**src/rtl/xosera_bus_pkg.sv**
```systemverilog
// Shared types and default timing for the Xosera register-bus master.
package xosera_bus_pkg;

  typedef enum logic [1:0] {
    IDLE   = 2'd0,
    SETUP  = 2'd1,
    STROBE = 2'd2,
    HOLD   = 2'd3
  } bus_state_e;

  localparam int DEF_SETUP_CYCLES  = 1;
  localparam int DEF_STROBE_CYCLES = 4;
  localparam int DEF_HOLD_CYCLES   = 2;

  localparam logic BYTESEL_HI = 1'b0;
  localparam logic BYTESEL_LO = 1'b1;

  function automatic int max3(input int a, input int b, input int c);
    int m;
    m = (a > b) ? a : b;
    return (m > c) ? m : c;
  endfunction

endpackage

```
**src/rtl/xosera_bus_master.sv**
```systemverilog
// Xosera 8-bit register-bus master: serialises 16-bit commands into timed byte cycles.
// Define XOSERA_BUS_READ_EN to enable bus reads; otherwise reads complete at once with zero data.
module xosera_bus_master
  import xosera_bus_pkg::*;
#(
  parameter int SETUP_CYCLES  = DEF_SETUP_CYCLES,
  parameter int STROBE_CYCLES = DEF_STROBE_CYCLES,
  parameter int HOLD_CYCLES   = DEF_HOLD_CYCLES
) (
  input  logic        clk,
  input  logic        reset,
  input  logic        cmd_valid,
  output logic        cmd_ready,
  input  logic        cmd_rd,
  input  logic        cmd_lo_only,
  input  logic [3:0]  cmd_reg,
  input  logic [15:0] cmd_data,
  output logic        rsp_valid,
  output logic [15:0] rsp_data,
  output logic        busy,
  output logic        xosera_cs_n,
  output logic        xosera_rd_nwr,
  output logic [3:0]  xosera_reg_num,
  output logic        xosera_bytesel,
  output logic [7:0]  xosera_data_out,
  input  logic [7:0]  xosera_data_in
);

  localparam int MAX_CYCLES = max3(SETUP_CYCLES, STROBE_CYCLES, HOLD_CYCLES);
  localparam int CNT_W      = (MAX_CYCLES > 1) ? $clog2(MAX_CYCLES) : 1;
  localparam logic [CNT_W-1:0] CNT_ZERO  = CNT_W'(0);
  localparam logic [CNT_W-1:0] CNT_ONE   = CNT_W'(1);
  localparam logic [CNT_W-1:0] SETUP_LD  = CNT_W'(SETUP_CYCLES - 1);
  localparam logic [CNT_W-1:0] STROBE_LD = CNT_W'(STROBE_CYCLES - 1);
  localparam logic [CNT_W-1:0] HOLD_LD   = CNT_W'(HOLD_CYCLES - 1);

  if (SETUP_CYCLES < 1) begin : g_bad_setup
    $error("xosera_bus_master: SETUP_CYCLES must be >= 1");
  end
  if (STROBE_CYCLES < 2) begin : g_bad_strobe
    $error("xosera_bus_master: STROBE_CYCLES must be >= 2");
  end
  if (HOLD_CYCLES < 1) begin : g_bad_hold
    $error("xosera_bus_master: HOLD_CYCLES must be >= 1");
  end

  bus_state_e       state_q, state_d;
  logic [CNT_W-1:0] cnt_q, cnt_d;
  logic             cmd_ready_q, cmd_ready_d;
  logic             busy_q, busy_d;
  logic             rsp_valid_q, rsp_valid_d;
  logic [15:0]      rsp_data_q, rsp_data_d;
  logic             cs_n_q, cs_n_d;
  logic [3:0]       reg_num_q, reg_num_d;
  logic             bytesel_q, bytesel_d;
  logic [7:0]       data_out_q, data_out_d;
  logic [7:0]       data_lo_q, data_lo_d;
  logic             accept_s;
  logic             start_s;

  assign accept_s = cmd_valid && cmd_ready_q;

`ifdef XOSERA_BUS_READ_EN
  logic        rd_q, rd_d;
  logic        rd_nwr_q, rd_nwr_d;
  logic [15:0] rd_buf_q, rd_buf_d;

  assign start_s       = accept_s;
  assign xosera_rd_nwr = rd_nwr_q;
`else
  logic null_rd_s;
  logic unused_data_in_s;

  // Reads never reach the bus in this build; they are answered locally.
  assign start_s          = accept_s && !cmd_rd;
  assign null_rd_s        = accept_s && cmd_rd;
  assign unused_data_in_s = ^xosera_data_in;
  assign xosera_rd_nwr    = 1'b0;
`endif

  always_comb begin
    state_d     = state_q;
    cnt_d       = cnt_q;
    reg_num_d   = reg_num_q;
    bytesel_d   = bytesel_q;
    data_out_d  = data_out_q;
    data_lo_d   = data_lo_q;
    rsp_valid_d = 1'b0;
    rsp_data_d  = rsp_data_q;
`ifdef XOSERA_BUS_READ_EN
    rd_d        = rd_q;
    rd_nwr_d    = rd_nwr_q;
    rd_buf_d    = rd_buf_q;
`endif
    case (state_q)
      IDLE: begin
        if (start_s) begin
          state_d    = SETUP;
          cnt_d      = SETUP_LD;
          reg_num_d  = cmd_reg;
          data_lo_d  = cmd_data[7:0];
          bytesel_d  = cmd_lo_only ? BYTESEL_LO : BYTESEL_HI;
          data_out_d = cmd_lo_only ? cmd_data[7:0] : cmd_data[15:8];
`ifdef XOSERA_BUS_READ_EN
          rd_d       = cmd_rd;
          rd_nwr_d   = cmd_rd;
          rd_buf_d   = 16'h0000;
`endif
        end else begin
          state_d = IDLE;
        end
      end
      SETUP: begin
        if (cnt_q == CNT_ZERO) begin
          state_d = STROBE;
          cnt_d   = STROBE_LD;
        end else begin
          cnt_d = cnt_q - CNT_ONE;
        end
      end
      STROBE: begin
        if (cnt_q == CNT_ZERO) begin
          state_d = HOLD;
          cnt_d   = HOLD_LD;
`ifdef XOSERA_BUS_READ_EN
          // Data is captured on the last strobe cycle, into the byte being transferred.
          if (rd_q && (bytesel_q == BYTESEL_HI)) begin
            rd_buf_d[15:8] = xosera_data_in;
          end else if (rd_q) begin
            rd_buf_d[7:0] = xosera_data_in;
          end else begin
            rd_buf_d = rd_buf_q;
          end
`endif
        end else begin
          cnt_d = cnt_q - CNT_ONE;
        end
      end
      HOLD: begin
        if (cnt_q != CNT_ZERO) begin
          cnt_d = cnt_q - CNT_ONE;
        end else if (bytesel_q == BYTESEL_HI) begin
          state_d    = SETUP;
          cnt_d      = SETUP_LD;
          bytesel_d  = BYTESEL_LO;
          data_out_d = data_lo_q;
        end else begin
          state_d = IDLE;
`ifdef XOSERA_BUS_READ_EN
          rd_nwr_d = 1'b1;
          if (rd_q) begin
            rsp_valid_d = 1'b1;
            rsp_data_d  = rd_buf_q;
          end else begin
            rsp_valid_d = 1'b0;
          end
`endif
        end
      end
      default: begin
        state_d = IDLE;
      end
    endcase
`ifndef XOSERA_BUS_READ_EN
    if (null_rd_s) begin
      rsp_valid_d = 1'b1;
      rsp_data_d  = 16'h0000;
    end else begin
      rsp_valid_d = 1'b0;
    end
`endif
    cs_n_d      = (state_d != STROBE);
    cmd_ready_d = (state_d == IDLE);
    busy_d      = (state_d != IDLE);
  end

  always_ff @(posedge clk) begin
    if (reset) begin
      state_q     <= IDLE;
      cnt_q       <= CNT_ZERO;
      cmd_ready_q <= 1'b1;
      busy_q      <= 1'b0;
      rsp_valid_q <= 1'b0;
      rsp_data_q  <= 16'h0000;
      cs_n_q      <= 1'b1;
      reg_num_q   <= 4'h0;
      bytesel_q   <= BYTESEL_HI;
      data_out_q  <= 8'h00;
      data_lo_q   <= 8'h00;
`ifdef XOSERA_BUS_READ_EN
      rd_q        <= 1'b0;
      rd_nwr_q    <= 1'b1;
      rd_buf_q    <= 16'h0000;
`endif
    end else begin
      state_q     <= state_d;
      cnt_q       <= cnt_d;
      cmd_ready_q <= cmd_ready_d;
      busy_q      <= busy_d;
      rsp_valid_q <= rsp_valid_d;
      rsp_data_q  <= rsp_data_d;
      cs_n_q      <= cs_n_d;
      reg_num_q   <= reg_num_d;
      bytesel_q   <= bytesel_d;
      data_out_q  <= data_out_d;
      data_lo_q   <= data_lo_d;
`ifdef XOSERA_BUS_READ_EN
      rd_q        <= rd_d;
      rd_nwr_q    <= rd_nwr_d;
      rd_buf_q    <= rd_buf_d;
`endif
    end
  end

  assign cmd_ready       = cmd_ready_q;
  assign busy            = busy_q;
  assign rsp_valid       = rsp_valid_q;
  assign rsp_data        = rsp_data_q;
  assign xosera_cs_n     = cs_n_q;
  assign xosera_reg_num  = reg_num_q;
  assign xosera_bytesel  = bytesel_q;
  assign xosera_data_out = data_out_q;

endmodule

```
**config.mk**
```make
export PLATFORM = sky130hd
export DESIGN_NAME = xosera_bus_master
export DESIGN_NICKNAME = d
export VERILOG_FILES = /design/src/rtl/xosera_bus_pkg.sv /design/src/rtl/xosera_bus_master.sv
export SDC_FILE = /design/constraint.sdc
export NUM_CORES = 1
export LEC_CHECK = 0
export CELL_PAD_IN_SITES_DETAIL_PLACEMENT = 0
export CELL_PAD_IN_SITES_GLOBAL_PLACEMENT = 1
export CORE_MARGIN = 3
export CORE_UTILIZATION = 31
export CTS_CLUSTER_DIAMETER = 30
export CTS_CLUSTER_SIZE = 40
export DETAILED_ROUTE_END_ITERATION = 8
export MAX_ROUTING_LAYER = met4
export PLACE_DENSITY_LB_ADDON = 0.15
export SETUP_SLACK_MARGIN = 0.5
export SYNTH_ARGS = -nofsm -noshare
export SYNTH_HDL_FRONTEND = slang
export SYNTH_SLANG_ARGS = --single-unit
```
**constraint.sdc**
```tcl
create_clock -name clk -period 3.07 [get_ports clk]
set_input_delay 0.614 -clock clk [delete_from_list [all_inputs] [get_ports clk]]
set_output_delay 0.614 -clock clk [all_outputs]
set_load 0.01 [all_outputs]
```
# After elaboration in Yosys (flattened, before gate mapping)
# Index checks and enable logic that the tools add are counted.
[classes]
add_sub_neg = 1
eq_ne = 8
n_mux = 22
n_reduce_logical = 14
[op_table]
columns = ["op", "count"]
rows = [
  ["two-way mux 8 bit", 4],
  ["two-way mux 2 bit", 8],
  ["case mux 2 bit (4 select lines)", 2],
  ["case mux 8 bit (2 select lines)", 1],
  ["!= test 2 bit, second input constant", 4],
  ["logical NOT 2 bit", 3],
  ["two-way mux 1 bit", 6],
  ["nonzero test 2 bit", 3],
  ["equality test 2 bit, second input constant", 2],
  ["AND reduction 2 bit", 2],
  ["AND reduction 4 bit", 1],
  ["logical AND 1 bit", 3],
  ["!= test 3 bit, second input constant", 1],
  ["AND reduction 3 bit", 1],
  ["equality test 2 x 1 -> 1 bit, second input constant", 1],
  ["case mux 1 bit (2 select lines)", 1],
  ["subtractor 2 x 1 -> 2 bit, second input constant", 1],
  ["logical NOT 1 bit", 1],
]
[totals]
reg_bits = 29
in_bits = 33
output_inout_bits = 34
wordCells = 55

# Logic depth before layout (Yosys ltp)
# Gate-level depths: netlist of the first run.
[depth]
word_depth = 5
depth_mapped = 6
ltp_nobuf = 6

# Worst setup path before layout of the first run
# No wires, ideal clock.
[synth_timing]
path_type = "in2reg"
from = "input port cmd_rd"
to = "register data_lo_q[7]"
arrival_time_ns = 1.264
required_ns = 2.938
path_slack_ns = 1.674
cell_stages = 5
path_cell_list = "and3b_1 -> nand2_1 -> buf_2 -> nand2_1 -> a21oi_1"
[synth_via]
elab_chain_len = 3
[synth_lines]
columns = ["item", "line", "text"]
rows = [
  ["from (decl)", "xosera_bus_master.sv:14", "input logic cmd_rd,"],
  ["logical NOT 1 bit", "xosera_bus_master.sv:75", "assign start_s = accept_s && !cmd_rd;"],
  ["logical AND 1 bit", "xosera_bus_master.sv:75", ""],
  ["AND reduction 2 bit (no source line)", "n/a", ""],
  ["to (signal assigned)", "xosera_bus_master.sv:206", "data_lo_q <= data_lo_d;"],
  ["to (decl)", "xosera_bus_master.sv:57", "logic [7:0] data_lo_q, data_lo_d;"],
]
# No other way between the ends.
# A chain may end at the register's enable or synchronous reset.

# Worst setup path in the final report of the first run
[layout_timing]
from = "register bytesel_q (netlist: xosera_bytesel)"
to = "output port xosera_bytesel"
[layout_lines]
columns = ["item", "line", "text"]
rows = [
  ["from (decl)", "xosera_bus_master.sv:55", "logic bytesel_q, bytesel_d;"],
  ["from (signal assigned)", "xosera_bus_master.sv:204", "bytesel_q <= bytesel_d;"],
  ["to (decl)", "xosera_bus_master.sv:24", "output logic xosera_bytesel,"],
]
# No word-level cell between the ends.

==> out/summary.txt, run 1 <==
Clock period minus worst slack -> 1.88 ns
Final ANT Viol Nets -> 0
Routed wire length -> 3.32 mm
Max Slew Vio Count -> 0
RSZ-0062 raised after global routing -> no
Post-CTS Resized -> 0
Largest net degree at the start of global routing -> 19
Seq cells post-synth -> 29
Pwr Density -> 638 mW/mm^2
Total grt overflow -> 0
Clock Path Buffers -> 2
Max FO, Critical Path -> 6
Overall power -> 1.23 mW
Max_slew headroom -> 0.620
Layout cells sized above 1 -> 0.0654
GRT Resource Usage Total -> 0.130
Clock-pin slew on the worst setup and hold paths -> 0.06 ns
Final setup viols -> 0
Netlist cell types -> 33
Critical Path RT -> 2.46 ns
Clock sinks -> 29
CP Depth -> 1
Hold WC Path Type -> reg2reg
Hold endpoint -> xosera_data_out[5]
Leak -> 0.772 nW
Post-DP HPWL -> 2.37 mm
Clock buffer count from CTS -> 5
Top FF cell, synth -> dfxtp_1
Async SR Flop Fraction -> 0
Chip width -> 74.6 microns
# hold bufs at CTS -> 0
Antenna violations before repair -> 0
Critical-path top delay cell -> clkdlybuf4s50_1
Chip Height -> 74.6 microns
Yosys warning count -> 0
Worst IR drop on VDD -> 0.000326 V
Worst setup margin -> 1.19 ns
Fin util -> 0.436
Arr. time, crit path -> 1.27 ns
Later-pin clock latency in the skew report -> 0.28 ns
Cell area after layout -> 0.00194 sq mm
Worst path max stage delay -> 0.57 ns
Syn Area/Cell -> 8.38 sq um
Avg WL per Cell -> 12.5 microns
Buf/Inv on CP -> 1
Non-Filler Instances -> 266
Drt first-iter violations -> 39
Period utilization -> 0.612
Row count -> 24
H-Tree Level Count -> 2
Postcts setup bufs -> 0
Top delay family on crit path -> buffers and inverters
Reg-to-reg startpoint -> cnt_q[0]
Nets -> 250
Place WS -> 0.910 ns
Final Hold Viols -> 0
Cell Area, Synth -> 0.00146 sq mm
Most common cell after layout, fill and taps aside -> nand2_1
Vias per cell -> 4.61
Worst-margin pin slew -> 0.568 ns
Commonest cells after routing, fill and taps aside -> nand2_1 (45), clkdlybuf4s50_1 (41), dfxtp_1 (29), a21oi_1 (23), conb_1 (17)
# IOs -> 67
Placer congestion estimate -> 0.792
CP cell instances -> clkdlybuf4s50_1
Hold Path Stages -> 2
Hold Startpoint -> xosera_data_out[5]
Placed cell count -> 258
CTS tree -> built
First-pass GRT wire length -> 5.18 mm
Sequential-to-total area share from yosys stat -> 0.398
R2R depth -> 6
DRC violations left -> 0
Max-cap viol count -> 0
CP Capture Type -> output port
Pre-antenna DRT Iters -> 4
Die ar. -> 0.00556 sq mm
Skew final -> 0.00369 ns
Synthesized instance count -> 174
PortBufs -> 41
Number of flops mapped to enable cells by yosys -> 0
Root Driver -> clkbuf_8
Syn-to-layout area delta -> 32.8%
Outcome -> completed
Initial Util -> 0.328
Hold_ws -> 0.448 ns
Fmax -> 532 MHz
Vias -> 1225
Vias in the first global route -> 1143
R2r setup slk -> 1.39 ns
Critical path class -> reg2out
Worst setup SP type -> flip-flop
Fillers -> 444
FF-to-FF End -> xosera_data_out[0]
Setup TNS -> 0 ns
Core ar. -> 0.00444 sq mm
DP Area -> 0.00182 sq mm
N_diodes -> 0
[cells in the mapped netlist, drive strengths merged (2+ instances only)]
cell	instances	area (sq um)
nand2	46	175
buf	23	170
ha	4	50.1
clkbuf	3	11.3
inv	4	15.0
a21oi	23	115
o211ai	8	60.1
nor2	6	30.0
dfxtp	29	581
o21ai	2	25.0
mux2i	9	90.1
[cells by family after synthesis]
logic type / Yosys count / synth area share
fa+ha+maj: 4 / 0.0343
other cells: 1 / 0.00257
compound gates: 41 / 0.185
buf+inv: 30 / 0.135
mux: 9 / 0.0618
simple gates: 60 / 0.183
flops: 29 / 0.398
[sequential cells by signal, indices dropped and copies added, names as in the netlist]
name and cells:
state_q 2, xosera_reg_num 4, xosera_bytesel 1, rsp_valid 1
cmd_ready 1, xosera_cs_n 1, data_lo_q 8, xosera_data_out 8
busy 1, cnt_q 2
[per-layer routing]
metal  track usage  vias up  part of all wire
met4        0.0553        0             0.014
li1              -      635                 -
met1         0.159      539              0.47
met5             -        -                 0
met3        0.0446        6             0.062
met2         0.194       45              0.45
[power by group]
part	switching (mW)	total [mW]	leakage (nW)	internal [mW]
Sequential	0.0428	0.474	0.237	0.432
Clock	0.140	0.404	0.0585	0.264
Combinational	0.189	0.356	0.477	0.167
Total	0.372	1.23	0.772	0.863
[cell type report]
cell class	count	area, sq um	share of cell area
Sequential cell	29	581	0.300
Timing Repair Buffer	42	418	0.216
Multi-Input combinational cell	131	741	0.383
Inverter	4	15.0	0.00776
Clock buffer	7	86.3	0.0446
Tap cell	52	65.1	0.0336
Clock inverter	1	30.0	0.0155
[worst max path at each step]
stage                              start        endpoint  slack [ns]
after CTS                 xosera_bytesel  xosera_bytesel        1.18
final                     xosera_bytesel  xosera_bytesel        1.19
after detailed placement          cmd_rd       cmd_ready        0.91
after global routing              cmd_rd       cmd_ready        1.10
after global placement            cmd_rd       cmd_ready        0.93
after floorplan                   cmd_rd    data_lo_q[7]        1.67
Note: power is estimated with default switching activity, not from simulation.
==> run 2: changes to the inputs <==
--- a/config.mk
+++ b/config.mk
@@ -8,7 +8,7 @@
 export CELL_PAD_IN_SITES_DETAIL_PLACEMENT = 0
 export CELL_PAD_IN_SITES_GLOBAL_PLACEMENT = 1
 export CORE_MARGIN = 3
-export CORE_UTILIZATION = 31
+export CORE_UTILIZATION = 29
 export CTS_CLUSTER_DIAMETER = 30
 export CTS_CLUSTER_SIZE = 40
 export DETAILED_ROUTE_END_ITERATION = 8
==> constraint.sdc (replaced) <==
create_clock -name clk -period 1.9 [get_ports clk]
set_input_delay 0.38 -clock clk [delete_from_list [all_inputs] [get_ports clk]]
set_output_delay 0.38 -clock clk [all_outputs]
set_load 0.01 [all_outputs]
==> run 2 against run 1 <==
Largest cell class unchanged. Final cell count up 9.4%. Combinational power up 82%. Hold slack better by 0.0042 ns. Largest power group unchanged. Clock power up 22%. Core utilization down 0.86 points. Sequential cell count unchanged. Final area up 5.6%. Global-route usage down 0.40 points. Routed wire length up 3.1%.
==> out/summary.txt, run 2 (synthesis gave the netlist of run 1 again) <==
Pwr Density -> 937 mW/mm^2 (was 638 mW/mm^2)
Post-DP HPWL -> 2.52 mm (was 2.37 mm)
Vias in the first global route -> 1266 (was 1143)
Clock Path Buffers -> 2 (unchanged)
Most common cell after layout, fill and taps aside -> nand2_1 (unchanged)
Hold_ws -> 0.452 ns (was 0.448 ns)
Die ar. -> 0.00591 sq mm (was 0.00556 sq mm)
Nets -> 261 (was 250)
Routed wire length -> 3.42 mm (was 3.32 mm)
Row count -> 25 (was 24)
Total grt overflow -> 0 (unchanged)
Outcome -> completed (unchanged)
Worst IR drop on VDD -> 0.000392 V (was 0.000326 V)
RSZ-0062 raised after global routing -> yes (was no)
Layout cells sized above 1 -> 0.174 (was 0.0654)
Root Driver -> clkbuf_8 (unchanged)
Clock period minus worst slack -> 1.37 ns
CTS tree -> built (unchanged)
Vias -> 1301 (was 1225)
Clock sinks -> 29 (unchanged)
Pre-antenna DRT Iters -> 4 (unchanged)
Fillers -> 501 (was 444)
FF+latch area -> 587 sq um (was 581 sq um)
Max-cap viol count -> 0 (unchanged)
Period utilization -> 0.722
N_diodes -> 0 (unchanged)
Final Hold Viols -> 0 (unchanged)
Clock-pin slew on the worst setup and hold paths -> 0.06 ns (about the same)
Setup TNS -> 0 ns (unchanged)
Largest net degree at the start of global routing -> 19 (unchanged)
Chip width -> 76.9 microns (was 74.6 microns)
Critical path class -> reg2reg (was reg2out)
H-Tree Level Count -> 2 (unchanged)
GRT Resource Usage Total -> 0.126 (was 0.130)
PortBufs -> 41 (unchanged)
Leak -> 0.903 nW (was 0.772 nW)
# IOs -> 67 (unchanged)
Fin util -> 0.427 (was 0.436)
Final ANT Viol Nets -> 0 (unchanged)
Fmax -> 729 MHz
Initial Util -> 0.305 (was 0.328)
Commonest cells after routing, fill and taps aside -> nand2_1 (44), dfxtp_1 (24), clkdlybuf4s50_1 (22), a21oi_1 (19), dlygate4sd2_1 (19) (was nand2_1 (45), clkdlybuf4s50_1 (41), dfxtp_1 (29), a21oi_1 (23), conb_1 (17))
Multi-input logic area -> 787 sq um (was 741 sq um)
Hold WC Path Type -> reg2reg (unchanged)
Syn-to-layout area delta -> 40.2% (was 32.8%)
Clock buffer count from CTS -> 5 (unchanged)
Antenna violations before repair -> 0 (unchanged)
Critical Path RT -> 2.10 ns (was 2.46 ns)
Drt first-iter violations -> 21 (was 39)
Later-pin clock latency in the skew report -> 0.27 ns (was 0.28 ns)
Max Slew Vio Count -> 0 (unchanged)
Skew final -> 0.00397 ns (was 0.00369 ns)
Worst setup SP type -> flip-flop (unchanged)
Max FO, Critical Path -> 8 (was 6)
DRC violations left -> 0 (unchanged)
Final setup viols -> 0 (unchanged)
CP Capture Type -> flip-flop (was output port)
Vias per cell -> 4.47 (was 4.61)
Placer congestion estimate -> 0.776 (was 0.792)
Arr. time, crit path -> 1.57 ns (was 1.27 ns)
Avg WL per Cell -> 11.8 microns (was 12.5 microns)
Core ar. -> 0.00479 sq mm (was 0.00444 sq mm)
Chip Height -> 76.9 microns (was 74.6 microns)
First-pass GRT wire length -> 5.84 mm (was 5.18 mm)
==> run 2: cell types whose count changed in the layout (fill, tap and decap cells not counted), moves of 4 or more <==
cell	delta
clkdlybuf4s50_1	-19
dlygate4sd2_1	+19
buf_4	+9
dfxtp_1	-5
dfxtp_2	+5
a21oi_1	-4
a21oi_2	+4
==> run 2: final cells by class <==
type,count,share of cell area
multi-input cells,131,0.385
clock buffers,7,0.0423
repair buffers,53,0.237
well taps,67,0.0410
flip-flops and latches,29,0.287
inverters,4,0.00735
==> run 2: worst max-delay path, stage by stage, from the launching register on <==
cell,delay (ns)
dfxtp_2,0.34
inv_2,0.06
ha_4,0.17
nand4b_1,0.17
a21boi_4,0.33
nand2_1,0.11
a21oi_2,0.13
==> run 2: timing repair <==
item,CTS,global route
resized for setup,29,10
setup buffers,2,2
endpoints found under the setup margin,41,26
pin swaps,4,4
hold buffers,0,0
==> run 2: through the flow <==
stage / setup slack [ns] / power [mW] / instances / cell area, sq um
floorplan: 0.506 / 1.17 / 190 / 1520
global placement: 0.119 / 1.37 / 280 / 1890
detailed placement: 0.104 / 1.38 / 280 / 1890
CTS: 0.487 / 1.91 / 289 / 2000
global route: 0.421 / 2.07 / 291 / 2040
finish: 0.528 / 1.91 / 291 / 2040
==> run 2: where the power goes <==
group	internal, mW	switching, mW	total, mW	leakage, nW
combinational	0.313	0.335	0.649	0.620
sequential	0.703	0.0705	0.773	0.239
clock	0.286	0.205	0.492	0.0443
==> run 2: metal layers <==
layer	vias to the layer above	part of all wire	track usage
li1	656	-	-
met1	598	0.43	0.151
met2	45	0.48	0.193
met3	2	0.079	0.0481
met4	0	0.0067	0.0453
met5	-	0	-
==> run 2: final timing paths <==
kind / from / endpoint / slack [ns] / depth (start not counted)
worst min register to register: data_lo_q[6] / data_lo_q[6] / 0.45 / 2
worst max-delay path: cnt_q[0] / xosera_data_out[3] / 0.53 / 6
worst max register to register: cnt_q[0] / xosera_data_out[3] / 0.53 / 6
worst min-delay path: data_lo_q[6] / data_lo_q[6] / 0.45 / 2
==> run 3: changes to the inputs <==
--- a/config.mk
+++ b/config.mk
@@ -8,7 +8,7 @@
 export CELL_PAD_IN_SITES_DETAIL_PLACEMENT = 0
 export CELL_PAD_IN_SITES_GLOBAL_PLACEMENT = 1
 export CORE_MARGIN = 3
-export CORE_UTILIZATION = 29
+export CORE_UTILIZATION = 26
 export CTS_CLUSTER_DIAMETER = 30
 export CTS_CLUSTER_SIZE = 40
 export DETAILED_ROUTE_END_ITERATION = 8
==> constraint.sdc (replaced) <==
create_clock -name clk -period 1.2 [get_ports clk]
set_input_delay 0.24 -clock clk [delete_from_list [all_inputs] [get_ports clk]]
set_output_delay 0.24 -clock clk [all_outputs]
set_load 0.01 [all_outputs]
==> run 3 against run 2 <==
The flow now finishes with violations (setup timing). Routed wire length up 13%. Sequential power up 59%. Non-clock buffer count up 16. Core utilization up 0.26 points. Combinational power up 110%. Critical endpoint is now cmd_ready. Largest cell class unchanged. Largest power group is now combinational logic.
==> out/summary.txt, run 3 (synthesis gave the netlist of run 1 again) <==
Outcome -> complete, but fails checks (was completed)
Failing checks -> setup timing
Pwr Density -> 1490 mW/mm^2 (was 937 mW/mm^2)
Avg WL per Cell -> 12.4 microns (was 11.8 microns)
Critical path class -> reg2reg (unchanged)
CP cell instances -> inv_2 > ha_4 > buf_4 > mux2i_2 > a41oi_2 > nor2_2 > a21o_1 (was inv_2 > ha_4 > nand4b_1 > a21boi_4 > nand2_1 > a21oi_2)
Row count -> 26 (was 25)
DRC violations left -> 0 (unchanged)
CTS tree -> built (unchanged)
Vias per cell -> 4.36 (was 4.47)
Pre-antenna DRT Iters -> 4 (unchanged)
Leak -> 0.959 nW (was 0.903 nW)
# IOs -> 67 (unchanged)
Fin util -> 0.429 (was 0.427)
N_diodes -> 0 (unchanged)
Cell area after layout -> 0.00226 sq mm (was 0.00204 sq mm)
Worst setup SP type -> flip-flop (unchanged)
Clock period minus worst slack -> 1.38 ns (was 1.37 ns)
Core ar. -> 0.00527 sq mm (was 0.00479 sq mm)
Final ANT Viol Nets -> 0 (unchanged)
Clock sinks -> 29 (unchanged)
Drt first-iter violations -> 44 (was 21)
Final Hold Viols -> 0 (unchanged)
Chip width -> 80.9 microns (was 76.9 microns)
Hold WC Path Type -> in2reg (was reg2reg)
Skew final -> 0.00362 ns (was 0.00397 ns)
Largest net degree at the start of global routing -> 17 (was 19)
H-Tree Level Count -> 2 (unchanged)
First-pass GRT wire length -> 6.45 mm (was 5.84 mm)
Clock buffer count from CTS -> 5 (unchanged)
DP Area -> 0.00203 sq mm (was 0.00189 sq mm)
Root Driver -> clkbuf_8 (unchanged)
Worst IR drop on VDD -> 0.000730 V (was 0.000392 V)
Antenna violations before repair -> 0 (unchanged)
Post-DP HPWL -> 2.89 mm (was 2.52 mm)
Commonest cells after routing, fill and taps aside -> nand2_1 (45), buf_4 (26), clkdlybuf4s50_1 (21), dfxtp_2 (18) (was nand2_1 (44), dfxtp_1 (24), clkdlybuf4s50_1 (22), a21oi_1 (19), dlygate4sd2_1 (19))
Chip Height -> 80.9 microns (was 76.9 microns)
Later-pin clock latency in the skew report -> 0.27 ns (about the same)
Max-cap viol count -> 0 (unchanged)
Critical Path RT -> 1.37 ns (was 2.10 ns)
Worst setup margin -> -0.177 ns (was 0.528 ns)
Placer congestion estimate -> 0.798 (was 0.776)
Clock-pin slew on the worst setup and hold paths -> 0.06 ns (about the same)
Overall power -> 3.37 mW (was 1.91 mW)
GRT Resource Usage Total -> 0.131 (was 0.126)
CP Capture Type -> flip-flop (unchanged)
Worst path max stage delay -> 0.33 ns (was 0.34 ns)
Vias in the first global route -> 1408 (was 1266)
Nets -> 277 (was 261)
Most common cell after layout, fill and taps aside -> nand2_1 (unchanged)
Syn-to-layout area delta -> 55.3% (was 40.2%)
Routed wire length -> 3.85 mm (was 3.42 mm)
Critical-path top delay cell -> dfxtp_2 (unchanged)
Layout cells sized above 1 -> 0.392 (was 0.174)
PortBufs -> 41 (unchanged)
Clock Path Buffers -> 2 (unchanged)
Setup TNS -> -1.62 ns (was 0 ns)
Placed cell count -> 295 (was 280)
Non-Filler Instances -> 310 (was 291)
Final setup viols -> 14 (was 0)
Max FO, Critical Path -> 4 (was 8)
Fmax -> 726 MHz (was 729 MHz)
Arr. time, crit path -> 1.54 ns (was 1.57 ns)
Initial Util -> 0.277 (was 0.305)
RSZ-0062 raised after global routing -> yes (unchanged)
Die ar. -> 0.00654 sq mm (was 0.00591 sq mm)
Total grt overflow -> 0 (unchanged)
Max Slew Vio Count -> 0 (unchanged)
Vias -> 1351 (was 1301)
Period utilization -> 1.15 (was 0.722)
run 3: area by class of cell:
type / instances / area (sq um)
well taps: 70 / 87.6
inverters: 4 / 15.0
flip-flops and latches: 29 / 607
clock buffers: 7 / 86.3
fillers: 566 / 3010
multi-input cells: 131 / 826
repair buffers: 69 / 642
run 3: metrics by stage:
stage | setup WS [ns] | hold slack, ns
finish | -0.177 | 0.346
global route | -0.241 | 0.371
CTS | -0.154 | 0.355
detailed placement | -0.451 | 0.448
global placement | -0.390 | 0.444
floorplan | -0.000965 | 0.376
run 3: power by group:
part           internal (mW)  switching, mW  total (mW)
clock network          0.454          0.336       0.790
logic                  0.706          0.647        1.35
registers               1.13         0.0988        1.23
run 3: metal layers:
metal | track usage | share of wire | vias to the layer above
met5 | - | 0 | -
met4 | 0.0372 | 0.0065 | 0
met3 | 0.0410 | 0.061 | 4
met2 | 0.228 | 0.50 | 42
met1 | 0.144 | 0.43 | 611
li1 | - | - | 694
run 3: worst max-delay path, delay by kind of cell (launching register included):
kind,cells,cell delay [ns]
AOI/OAI and AO/OA,2,0.36
DFF,1,0.33
buffers and inverters,2,0.19
adders and majority gates,1,0.16
muxes,1,0.15
and+or+nand+nor,1,0.08
run 3: what timing repair did:
item                                    4_1_cts  5_1_grt
gates cloned                                  0        0
pin swaps                                     9        4
hold buffers                                  0        0
gates resized for setup                     107       10
buffers inserted                              5        3
endpoints found under the setup margin       46       45
run 3: final timing paths:
check	cells past startpoint	endpoint	startpoint	slack, ns
worst min-delay path	2	busy	reset	0.35
worst max-delay path	7	cmd_ready	cnt_q[0]	-0.18
worst max register to register	7	cmd_ready	cnt_q[0]	-0.18
worst min register to register	2	data_lo_q[1]	data_lo_q[1]	0.46
